**src/rtl/reaction_timer_pkg.sv**
```systemverilog
// rtl/reaction_timer_pkg.sv - shared state encoding and default constants for the reaction timer
package rt_pkg;

  typedef enum logic [2:0] {
    IDLE,
    WAIT,
    GO,
    DONE,
    EARLY
  } state_t;

  localparam int DEF_BITWIDTH = 5;
  localparam int DEF_TICK_DIV = 100000;
  localparam int DEF_BASE_MS  = 1000;
  localparam int DEF_STEP_MS  = 100;
  localparam int DEF_MAX_MS   = 9999;
  localparam int DEF_TIME_W   = 14;

endpackage

```
**src/rtl/reaction_timer_if.sv**
```systemverilog
// rtl/reaction_timer_if.sv - game control/result bundle between LFSR, player input and display stage
interface reaction_timer_if
  import rt_pkg::*;
#(
  parameter int BITWIDTH = DEF_BITWIDTH,
  parameter int TIME_W   = DEF_TIME_W
);

  logic [BITWIDTH-1:0] rnd;
  logic                start;
  logic                btn;
  logic                led;
  logic                busy;
  logic [TIME_W-1:0]   time_ms;
  logic                valid;
  logic                early;
  logic                timeout;

  modport master (
    output rnd, start, btn,
    input  led, busy, time_ms, valid, early, timeout
  );

  modport slave (
    input  rnd, start, btn,
    output led, busy, time_ms, valid, early, timeout
  );

endinterface

```
**src/rtl/reaction_timer_tick_gen.sv**
```systemverilog
// rtl/reaction_timer_tick_gen.sv - millisecond prescaler with synchronous clear and enable
module tick_gen #(
  parameter int TICK_DIV = rt_pkg::DEF_TICK_DIV
) (
  input  logic clk,
  input  logic arst_n,
  input  logic i_clr,
  input  logic i_en,
  output logic o_tick
);

  localparam int CNT_W = (TICK_DIV > 1) ? $clog2(TICK_DIV) : 1;

  logic [CNT_W-1:0] r_cnt;
  logic             w_last;

  assign w_last = (r_cnt == CNT_W'(TICK_DIV - 1));
  assign o_tick = i_en & w_last;

  always_ff @(posedge clk or negedge arst_n) begin
    if (!arst_n) begin
      r_cnt <= '0;
    end else if (i_clr) begin
      r_cnt <= '0;
    end else if (i_en) begin
      r_cnt <= w_last ? '0 : r_cnt + CNT_W'(1);
    end
  end

endmodule

```
**src/rtl/reaction_timer.sv**
```systemverilog
// rtl/reaction_timer.sv - reaction-time game FSM with random wait down-counter and ms reaction counter
module reaction_timer
  import rt_pkg::*;
#(
  parameter int BITWIDTH = DEF_BITWIDTH,
  parameter int TICK_DIV = DEF_TICK_DIV,
  parameter int BASE_MS  = DEF_BASE_MS,
  parameter int STEP_MS  = DEF_STEP_MS,
  parameter int MAX_MS   = DEF_MAX_MS,
  parameter int TIME_W   = DEF_TIME_W
) (
  input  logic             clk,
  input  logic             arst_n,
  reaction_timer_if.slave  rt
);

  localparam int WAIT_W = TIME_W + 4;

  state_t              r_state, w_state_nxt;
  logic [WAIT_W-1:0]   r_wait_ms, w_wait_nxt, w_wait_load;
  logic [TIME_W-1:0]   r_time_ms, w_time_nxt, w_time_inc;
  logic                r_led, w_led_nxt;
  logic                r_busy, w_busy_nxt;
  logic                r_valid, w_valid_nxt;
  logic                r_early, w_early_nxt;
  logic                r_timeout, w_timeout_nxt;
  logic                r_btn_q;
  logic                w_btn_rise;
  logic                w_clr;
  logic                w_tick_en;
  logic                w_tick;
  logic [BITWIDTH-1:0] w_rnd;

  assign w_rnd       = rt.rnd;
  assign w_btn_rise  = rt.btn & ~r_btn_q;
  assign w_wait_load = WAIT_W'(BASE_MS) + WAIT_W'(w_rnd) * WAIT_W'(STEP_MS);
  assign w_time_inc  = w_tick ? r_time_ms + TIME_W'(1) : r_time_ms;
  assign w_tick_en   = (r_state == WAIT) || (r_state == GO);

  tick_gen #(
    .TICK_DIV (TICK_DIV)
  ) u_tick_gen (
    .clk    (clk),
    .arst_n (arst_n),
    .i_clr  (w_clr),
    .i_en   (w_tick_en),
    .o_tick (w_tick)
  );

  always_ff @(posedge clk or negedge arst_n) begin
    if (!arst_n) r_state <= IDLE;
    else         r_state <= w_state_nxt;
  end

  // False start beats wait expiry; in GO the button beats the saturation timeout.
  always_comb begin
    w_state_nxt   = r_state;
    w_wait_nxt    = r_wait_ms;
    w_time_nxt    = r_time_ms;
    w_led_nxt     = r_led;
    w_early_nxt   = r_early;
    w_timeout_nxt = r_timeout;
    w_valid_nxt   = 1'b0;
    w_clr         = 1'b0;
    case (r_state)
      IDLE, DONE, EARLY: begin
        if (rt.start) begin
          w_state_nxt   = WAIT;
          w_wait_nxt    = w_wait_load;
          w_time_nxt    = '0;
          w_early_nxt   = 1'b0;
          w_timeout_nxt = 1'b0;
          w_led_nxt     = 1'b0;
          w_clr         = 1'b1;
        end
      end
      WAIT: begin
        if (w_btn_rise) begin
          w_state_nxt = EARLY;
          w_early_nxt = 1'b1;
          w_valid_nxt = 1'b1;
          w_led_nxt   = 1'b0;
        end else if (w_tick) begin
          if (r_wait_ms <= WAIT_W'(1)) begin
            w_state_nxt = GO;
            w_wait_nxt  = '0;
            w_led_nxt   = 1'b1;
            w_time_nxt  = '0;
            w_clr       = 1'b1;
          end else begin
            w_wait_nxt = r_wait_ms - WAIT_W'(1);
          end
        end
      end
      GO: begin
        w_time_nxt = w_time_inc;
        if (w_btn_rise) begin
          w_state_nxt = DONE;
          w_led_nxt   = 1'b0;
          w_valid_nxt = 1'b1;
        end else if (w_tick && (w_time_inc == TIME_W'(MAX_MS))) begin
          w_state_nxt   = DONE;
          w_led_nxt     = 1'b0;
          w_timeout_nxt = 1'b1;
          w_valid_nxt   = 1'b1;
        end
      end
      default: w_state_nxt = IDLE;
    endcase
    w_busy_nxt = (w_state_nxt == WAIT) || (w_state_nxt == GO);
  end

  always_ff @(posedge clk or negedge arst_n) begin
    if (!arst_n) begin
      r_wait_ms <= '0;
      r_time_ms <= '0;
      r_led     <= 1'b0;
      r_busy    <= 1'b0;
      r_valid   <= 1'b0;
      r_early   <= 1'b0;
      r_timeout <= 1'b0;
      r_btn_q   <= 1'b0;
    end else begin
      r_wait_ms <= w_wait_nxt;
      r_time_ms <= w_time_nxt;
      r_led     <= w_led_nxt;
      r_busy    <= w_busy_nxt;
      r_valid   <= w_valid_nxt;
      r_early   <= w_early_nxt;
      r_timeout <= w_timeout_nxt;
      r_btn_q   <= rt.btn;
    end
  end

  assign rt.led     = r_led;
  assign rt.busy    = r_busy;
  assign rt.time_ms = r_time_ms;
  assign rt.valid   = r_valid;
  assign rt.early   = r_early;
  assign rt.timeout = r_timeout;

endmodule

```
**src/flat_wrapper.sv**
```systemverilog
// flat-port wrapper written by rule: the top's interface ports become plain ports
module reaction_timer_flat import rt_pkg::*;
#(
  parameter int BITWIDTH = DEF_BITWIDTH,
  parameter int TICK_DIV = DEF_TICK_DIV,
  parameter int BASE_MS  = DEF_BASE_MS,
  parameter int STEP_MS  = DEF_STEP_MS,
  parameter int MAX_MS   = DEF_MAX_MS,
  parameter int TIME_W   = DEF_TIME_W
)
  (clk, arst_n, rt_rnd, rt_start, rt_btn, rt_led, rt_busy, rt_time_ms, rt_valid, rt_early, rt_timeout);
  reaction_timer_if #(.BITWIDTH(BITWIDTH), .TIME_W(TIME_W)) rt_i ();
  input  logic clk;
  input  logic arst_n;
  input wire logic [$bits(rt_i.rnd)-1:0] rt_rnd;
  input wire logic [$bits(rt_i.start)-1:0] rt_start;
  input wire logic [$bits(rt_i.btn)-1:0] rt_btn;
  output wire logic [$bits(rt_i.led)-1:0] rt_led;
  output wire logic [$bits(rt_i.busy)-1:0] rt_busy;
  output wire logic [$bits(rt_i.time_ms)-1:0] rt_time_ms;
  output wire logic [$bits(rt_i.valid)-1:0] rt_valid;
  output wire logic [$bits(rt_i.early)-1:0] rt_early;
  output wire logic [$bits(rt_i.timeout)-1:0] rt_timeout;
  assign rt_i.rnd = rt_rnd;
  assign rt_i.start = rt_start;
  assign rt_i.btn = rt_btn;
  assign rt_led = rt_i.led;
  assign rt_busy = rt_i.busy;
  assign rt_time_ms = rt_i.time_ms;
  assign rt_valid = rt_i.valid;
  assign rt_early = rt_i.early;
  assign rt_timeout = rt_i.timeout;
  reaction_timer #(.BITWIDTH(BITWIDTH), .TICK_DIV(TICK_DIV), .BASE_MS(BASE_MS), .STEP_MS(STEP_MS), .MAX_MS(MAX_MS), .TIME_W(TIME_W)) u_core (.clk(clk), .arst_n(arst_n), .rt(rt_i));
endmodule
```
**config.mk**
```make
export PLATFORM = sky130hd
export DESIGN_NAME = reaction_timer_flat
export DESIGN_NICKNAME = d
export VERILOG_FILES = /design/src/rtl/reaction_timer_pkg.sv /design/src/rtl/reaction_timer_if.sv /design/src/rtl/reaction_timer_tick_gen.sv /design/src/rtl/reaction_timer.sv /design/src/flat_wrapper.sv
export SDC_FILE = /design/constraint.sdc
export NUM_CORES = 1
export LEC_CHECK = 0
export CAP_MARGIN = 20
export CORE_ASPECT_RATIO = 0.7
export CORE_UTILIZATION = 55
export CTS_CLUSTER_DIAMETER = 100
export DETAILED_ROUTE_END_ITERATION = 16
export GPL_ROUTABILITY_DRIVEN = 0
export GPL_TIMING_DRIVEN = 0
export PLACE_DENSITY = 0.83
export SYNTH_ARGS = -nofsm -noshare
export SYNTH_HDL_FRONTEND = slang
export SYNTH_HIERARCHICAL = 1
export SYNTH_SLANG_ARGS = --single-unit
```
**constraint.sdc**
```tcl
create_clock -name clk -period 6.4 [get_ports clk]
set_input_delay 0.64 -clock clk [delete_from_list [all_inputs] [get_ports clk]]
set_output_delay 0.64 -clock clk [all_outputs]
set_load 0.01 [all_outputs]
```
---- Word level (Yosys, flattened, before mapping) ----
Index checks and enable logic that the tools add are counted.
storage, ports and cells
  input port bits ......................... 9
  logic and storage cells ................. 93
  bits in latches ......................... 0
  memories ................................ 0
  register bits ........................... 58
  RAM bits ................................ 0
  output and inout bits ................... 19
  ROM bits ................................ 0
operators by class
  shift operators ......................... 0
  multiply operators ...................... 1
  bitwise operators ....................... 3
  add/sub/neg operators ................... 4
  mux-type cells .......................... 42
  reductions and logical operators ........ 14
  $lt $le $gt $ge ......................... 1
  div/mod/pow operators ................... 0
  equality and inequality tests ........... 18
operators with widths
  kind                      count
  $mux W18                  4
  $mux W14                  5
  $mux W17                  3
  $pmux W14 S3              1
  $pmux W18 S2              1
  $le A18 B1 Y1 const B     1
  $mux W3                   6
  $sub A18 B1 Y18 const B   1
  $add A17 B1 Y17 const B   1
  $eq A17 B17 Y1 const B    1
  $mux W1                   16
  $add A14 B1 Y14 const B   1
  $eq A14 B14 Y1 const B    1
  $add A10 B12 Y13 const A  1
  $mul A5 B5 Y10 const B    1
  $ne A2 B2 Y1 const B      5
  $reduce_and A5 Y1         2
  $eq A3 B2 Y1 const B      3
  $pmux W3 S3               1
  $pmux W1 S2               4
  $reduce_and A4 Y1         2
  $eq A3 B1 Y1 const B      2
  $ne A3 B2 Y1 const B      2
  $reduce_bool A2 Y1        3
  12 further kinds          15

---- Logic depth before layout (Yosys ltp) ----
  depth after elaboration ................. 11
  depth in mapped cells ................... 18
  gate-level depth less buffers ........... 12

---- By module ----
The synthesis kept the hierarchy.
modules (own cells, without submodules)
  module          area each (µm²)  cells each  times used  sequential area each (µm²)
  reaction_timer  3014.1           358         1           1026.0
  tick_gen        955.9            102         1           425.4

---- Worst setup path before layout ----
No wires, ideal clock.
  path type ............................... reg2reg
  from .................................... reg u_core.r_state[2]
  to ...................................... reg u_core.u_tick_gen.r_cnt[15]
  data required time ...................... 6.322 ns
  cell stages (with the launch flop) ...... 19
  setup slack ............................. 2.133 ns
  data arrival time ....................... 4.189 ns
  setup time .............................. 0.078 ns
  path buffers ............................ 6
  period minus slack after synthesis ...... 4.267 ns
  cells stage by stage .................... dfrtp_1 clkbuf_1 nand2b_1 or2_2 clkbuf_1 clkbuf_1 nand2_1 buf_4 inv_1 nor3_1 clkbuf_1 and3_1 nand3_1 nand2_1 buf_4 o2111ai_1 or3_2 or4_1 a21oi_1
between the ends
  longest elaborated chain between the ends .. 7
  elaborated cells on any way between the ends .. 13
  classes of those cells .................. eq/ne: 4; mux: 4; bitwise: 1; reduce/logical: 4
ends and longest elaborated chain
  what                                            RTL line                       source
  from (decl)                                     reaction_timer.sv:19           state_t r_state, w_state_nxt;
  from (signal assigned)                          reaction_timer.sv:52           else r_state <= w_state_nxt;
  $eq A3 B1 Y1 or $eq A3 B2 Y1 (tied branches)    reaction_timer.sv:38           assign w_tick_en = (r_state == WAIT) || (r_state == GO);
  $logic_or A1 B1 Y1 *                            reaction_timer.sv:38
  net u_core.w_tick_en                            reaction_timer.sv:30           logic w_tick_en;
  $and A1 B1 Y1 *                                 reaction_timer_tick_gen.sv:18  assign o_tick = i_en & w_last;
  net u_core.w_tick                               reaction_timer.sv:31           logic w_tick;
  $mux W1 *                                       reaction_timer.sv:83           end else if (w_tick) begin
  $mux W1 *                                       reaction_timer.sv:78           if (w_btn_rise) begin
  $pmux W1 S2 *                                   reaction_timer.sv:65           case (r_state)
  net u_core.w_clr                                reaction_timer.sv:29           logic w_clr;
  $mux W17 or $reduce_bool A2 Y1 (tied branches)  n/a
  to (signal assigned)                            reaction_timer_tick_gen.sv:26  r_cnt <= w_last ? '0 : r_cnt + CNT_W'(1);
  to (decl)                                       reaction_timer_tick_gen.sv:14  logic [CNT_W-1:0] r_cnt;
Mark *: on every way through the listed nets, which the timed path passes. The rest lies on a longest branch.
A chain may end at the register's enable or synchronous reset.

---- Final worst setup path ----
Ends and elaborated chain as after synthesis.

==> results.yml <==
outcome:
  status: "finished, final reports clean"
grt:
  grt-ovfl-total: 0
  antenna_found_initial: 0
  grt_pass1_vias: 3482
  grt.met1_usage_pct: 40.0
  grt_util_met3_pct: 7.59
  use_met2_pct: 43.4
  grt_use_total_pct: 28.5
  grt_pass1_wl_um: 17000
  grt_busiest_layer: "met2"
  grt_max_degree: 33
setup_path:
  worstSetupPathType: "flop to flop"
  worstSetupStartpoint: "u_core/r_state[2]$_DFF_PN0_"
  cpPeakStageDelay_ns: 0.65
  rr_endpoint: "u_core/u_tick_gen/r_cnt[15]$_DFFE_PN0P_"
  endpoint_kind: "flop"
  cp_slowest_cell: "nor3_1"
  ff2ff_path_depth: 18
  critical-path-top-cell-by-count: "clkbuf_1"
  crit_arrival_ns: 5.52
  cp-endpoint: "u_core/u_tick_gen/r_cnt[15]$_DFFE_PN0P_"
  cp_cell_sequence: "clkbuf_1 > nand2b_1 > or2_2 > clkbuf_1 > clkbuf_1 > nand2_1 > buf_4 > inv_1 > nor3_1 > clkbuf_1 > and3_1 > nand3_1 > nand2_1 > buf_4 > o2111ai_1 > or3_2 > or4_1 > a21oi_1"
  start_kind: "flop"
  worst_ep_required_time_ns: 6.66
  reg2reg_from: "u_core/r_state[2]$_DFF_PN0_"
  cp_max_fo: 10
  r2r_slack_ns: 1.15
detailed_routing:
  num_vias: 3775
  drtIter0Drc: 304
  drc: 0
  final_antenna_net_count: 0
  first_pass_iters: 5
  wire_per_inst_um: 17.0
  vias_per_cell: 6.31
  routed_wl_um: 10200
synth:
  synth_mux_area_share_pct: 0.252
  avgSynthCellArea_um2: 8.63
  yosys.area_share.simple_pct: 25.9
  synthFlopType: "dfrtp_1"
  synth_top_area_cell: "dfrtp_1"
  ys_ff_latch: 58
  synthAdderAreaFrac_pct: 7.12
  ys_seq_area_share_pct: 36.6
  synth.distinct_cells: 65
  synth_edf_count: 0
  synth_cells: 460
  synth_compound_area_share_pct: 20.2
  yosysWarnings: 6
  syn_nets: 491
  netlist_top_cells_area: "dfrtp_1 (37%), ha_1 (6.6%), o21ai_0 (5.9%)"
  async_flop_share_pct: 100
  synth_top_family_by_area: "simple AND/OR/NAND/NOR gates"
  synthesis.area_um2: 3970
  synth_xor_area_share_pct: 5.74
  synthDominantCellAreaShare_pct: 36.6
cts:
  cts_setup_buffers: 0
  cts-root-buf: "clkbuf_8"
  cts-buffers-inserted: 9
  cts_max_level: 3
  clkTransAtPathRegs_ns: 0.07
  holdBufCountCts: 0
  post_cts_resized: 0
  cts_sinks: 58
  cts_buffer_depth: 2
  tritoncts: "yes"
  clock_latency_ns: 0.34
power_and_ir_drop:
  p_leak_uw: 0.00187
  p_per_area_nw_per_um2: 298
  vdd_drop_max_mv: 0.255
sta:
  setup-tns-final_ns: 0
  skew_ns: 0.00939
  slew_headroom_pct: 46.3
  fin_crit_ns: 5.25
  grt_setup_unrepaired: "false"
  tightestPinTransition_ns: 0.800
  finalHoldViolations: 0
  finalCritPeriodShare_pct: 82.1
  final_max_slew_viol_count: 0
  max_freq_ghz: 0.190
  setup_viol: 0
floorplan:
  core_um2: 6850
  num_rows: 25
  start_util_pct: 58.0
  io_pins: 28
  die_h_um: 73.1
  die_x_um: 104
  dieArea_um2: 7570
cells_and_area:
  antenna-diode-count: 0
  nets: 530
  final_layout_size_suffix_gt1_share_pct: 7.94
  final_cell_area_um2: 4560
  syn2layout_area_growth_pct: 14.8
place:
  port_buffers: 27
  dpl.hpwl_um: 7410
  dpl_cell_area_um2: 4370
flow_run:
  maxCapViolCount: 0
min_path:
  worstHoldPathType: "input port to asynchronous set/reset pin"
==> worst max-delay path: cells and delay by family, from the launching register on <==
kind / cells / cell delay [ns]
buffers and inverters: 7 / 1.66
AO/OA/AOI/OAI: 2 / 0.34
flip-flops: 1 / 0.36
AND/OR/NAND/NOR: 9 / 2.81
==> cell type report <==
class	count	area (um2)
plain buffers	21	106
clock inverters	1	7.51
multi-input cells	365	2350
clock buffers	15	176
repair buffers	28	285
well taps	94	118
flip-flops and latches	58	1450
inverters	16	60.1
fillers	548	2290
==> flip-flops by register name, summed over array words and instances (netlist names) <==
signal	flops
u_core/rt.led	1
u_core/rt.early	1
u_core/r_wait_ms	18
u_core/r_btn_q	1
u_core/u_tick_gen/r_cnt	17
u_core/rt.time_ms	14
u_core/rt.timeout	1
u_core/rt.busy	1
u_core/rt.valid	1
u_core/r_state	3
==> worst min path at each step <==
| stage | to | slack, ns |
|---|---|---|
| global placement | u_core/r_wait_ms[12]$_DFFE_PN0P_ | 0.47 |
| CTS | u_core/u_tick_gen/r_cnt[12]$_DFFE_PN0P_ | 0.33 |
| floorplan | u_core/r_btn_q$_DFF_PN0_ | 0.34 |
| finish | u_core/r_wait_ms[11]$_DFFE_PN0P_ | 0.33 |
| global route | u_core/r_wait_ms[10]$_DFFE_PN0P_ | 0.37 |
| detailed placement | u_core/r_wait_ms[12]$_DFFE_PN0P_ | 0.48 |
==> kinds of logic (layout without fill, tap and decap cells) <==
| logic type | Yosys count | in the layout |
|---|---|---|
| buffers and inverters | 37 | 81 |
| DFF | 58 | 58 |
| xor gates and xnor gates | 26 | 26 |
| adders and majority gates | 22 | 22 |
| and+or+nand+nor | 190 | 190 |
| AOI/OAI and AO/OA | 126 | 126 |
| muxes | 1 | 1 |
==> power breakdown <==
part	leakage (uW)	switching, uW	internal [uW]	total [uW]
Combinational	0.00100	347	197	544
Sequential	0.000775	70.1	430	500
Clock	0.0000900	143	173	315
Total	0.00187	560	800	1360
==> per-stage QoR <==
| stage | util, % | total power, uW | hold slack (ns) | cells | setup slack (ns) |
|---|---|---|---|---|---|
| 2_1_floorplan | - | 863 | 0.344 | 460 | 2.13 |
| 3_3_place_gp | 63.6 | 994 | 0.475 | 581 | 1.31 |
| 3_5_place_dp | 63.8 | 1030 | 0.475 | 582 | 1.25 |
| 4_1_cts | 66.5 | 1350 | 0.334 | 598 | 1.24 |
| 5_1_grt | 66.5 | 1440 | 0.373 | 598 | 0.848 |
| 6_report | 66.5 | 1360 | 0.333 | 598 | 1.15 |
==> metal layers <==
metal | vias to the layer above | wire [um]
li1 | 1796 | -
met1 | 1763 | 4750
met2 | 198 | 4420
met3 | 18 | 859
met4 | 0 | 130
met5 | - | 0
==> cells in the final DEF (no fill, tap or decap), drive strengths merged, types with 8 or more instances in the layout <==
cell type,n
dfrtp,58
nor3,14
nand2,43
nor4,17
a21oi,24
buf,13
inv,16
nand4,10
o21ai,48
xnor2,17
nor2,38
ha,21
clkdlybuf4s50,26
nand3,18
clkbuf,25
or3,12
o211ai,8
xor2,9
==> cell usage after synthesis (all sizes together) (3+ instances only) <==
library cell   n
a31oi          3
nand2b         5
or4            7
nor3b          4
a21oi         24
or3           12
dfrtp         58
xor2           9
o211ai         8
ha            21
xnor2         17
buf           11
or2            4
nand2         43
o311ai         3
o31ai          7
nor2          38
inv           16
nor3          14
nor4          17
nand3         18
o21ai         48
and3           5
nor2b          3
clkbuf        10
nand4         10
a22o           3
o22ai          3
Power figures use the tool's default switching activity.
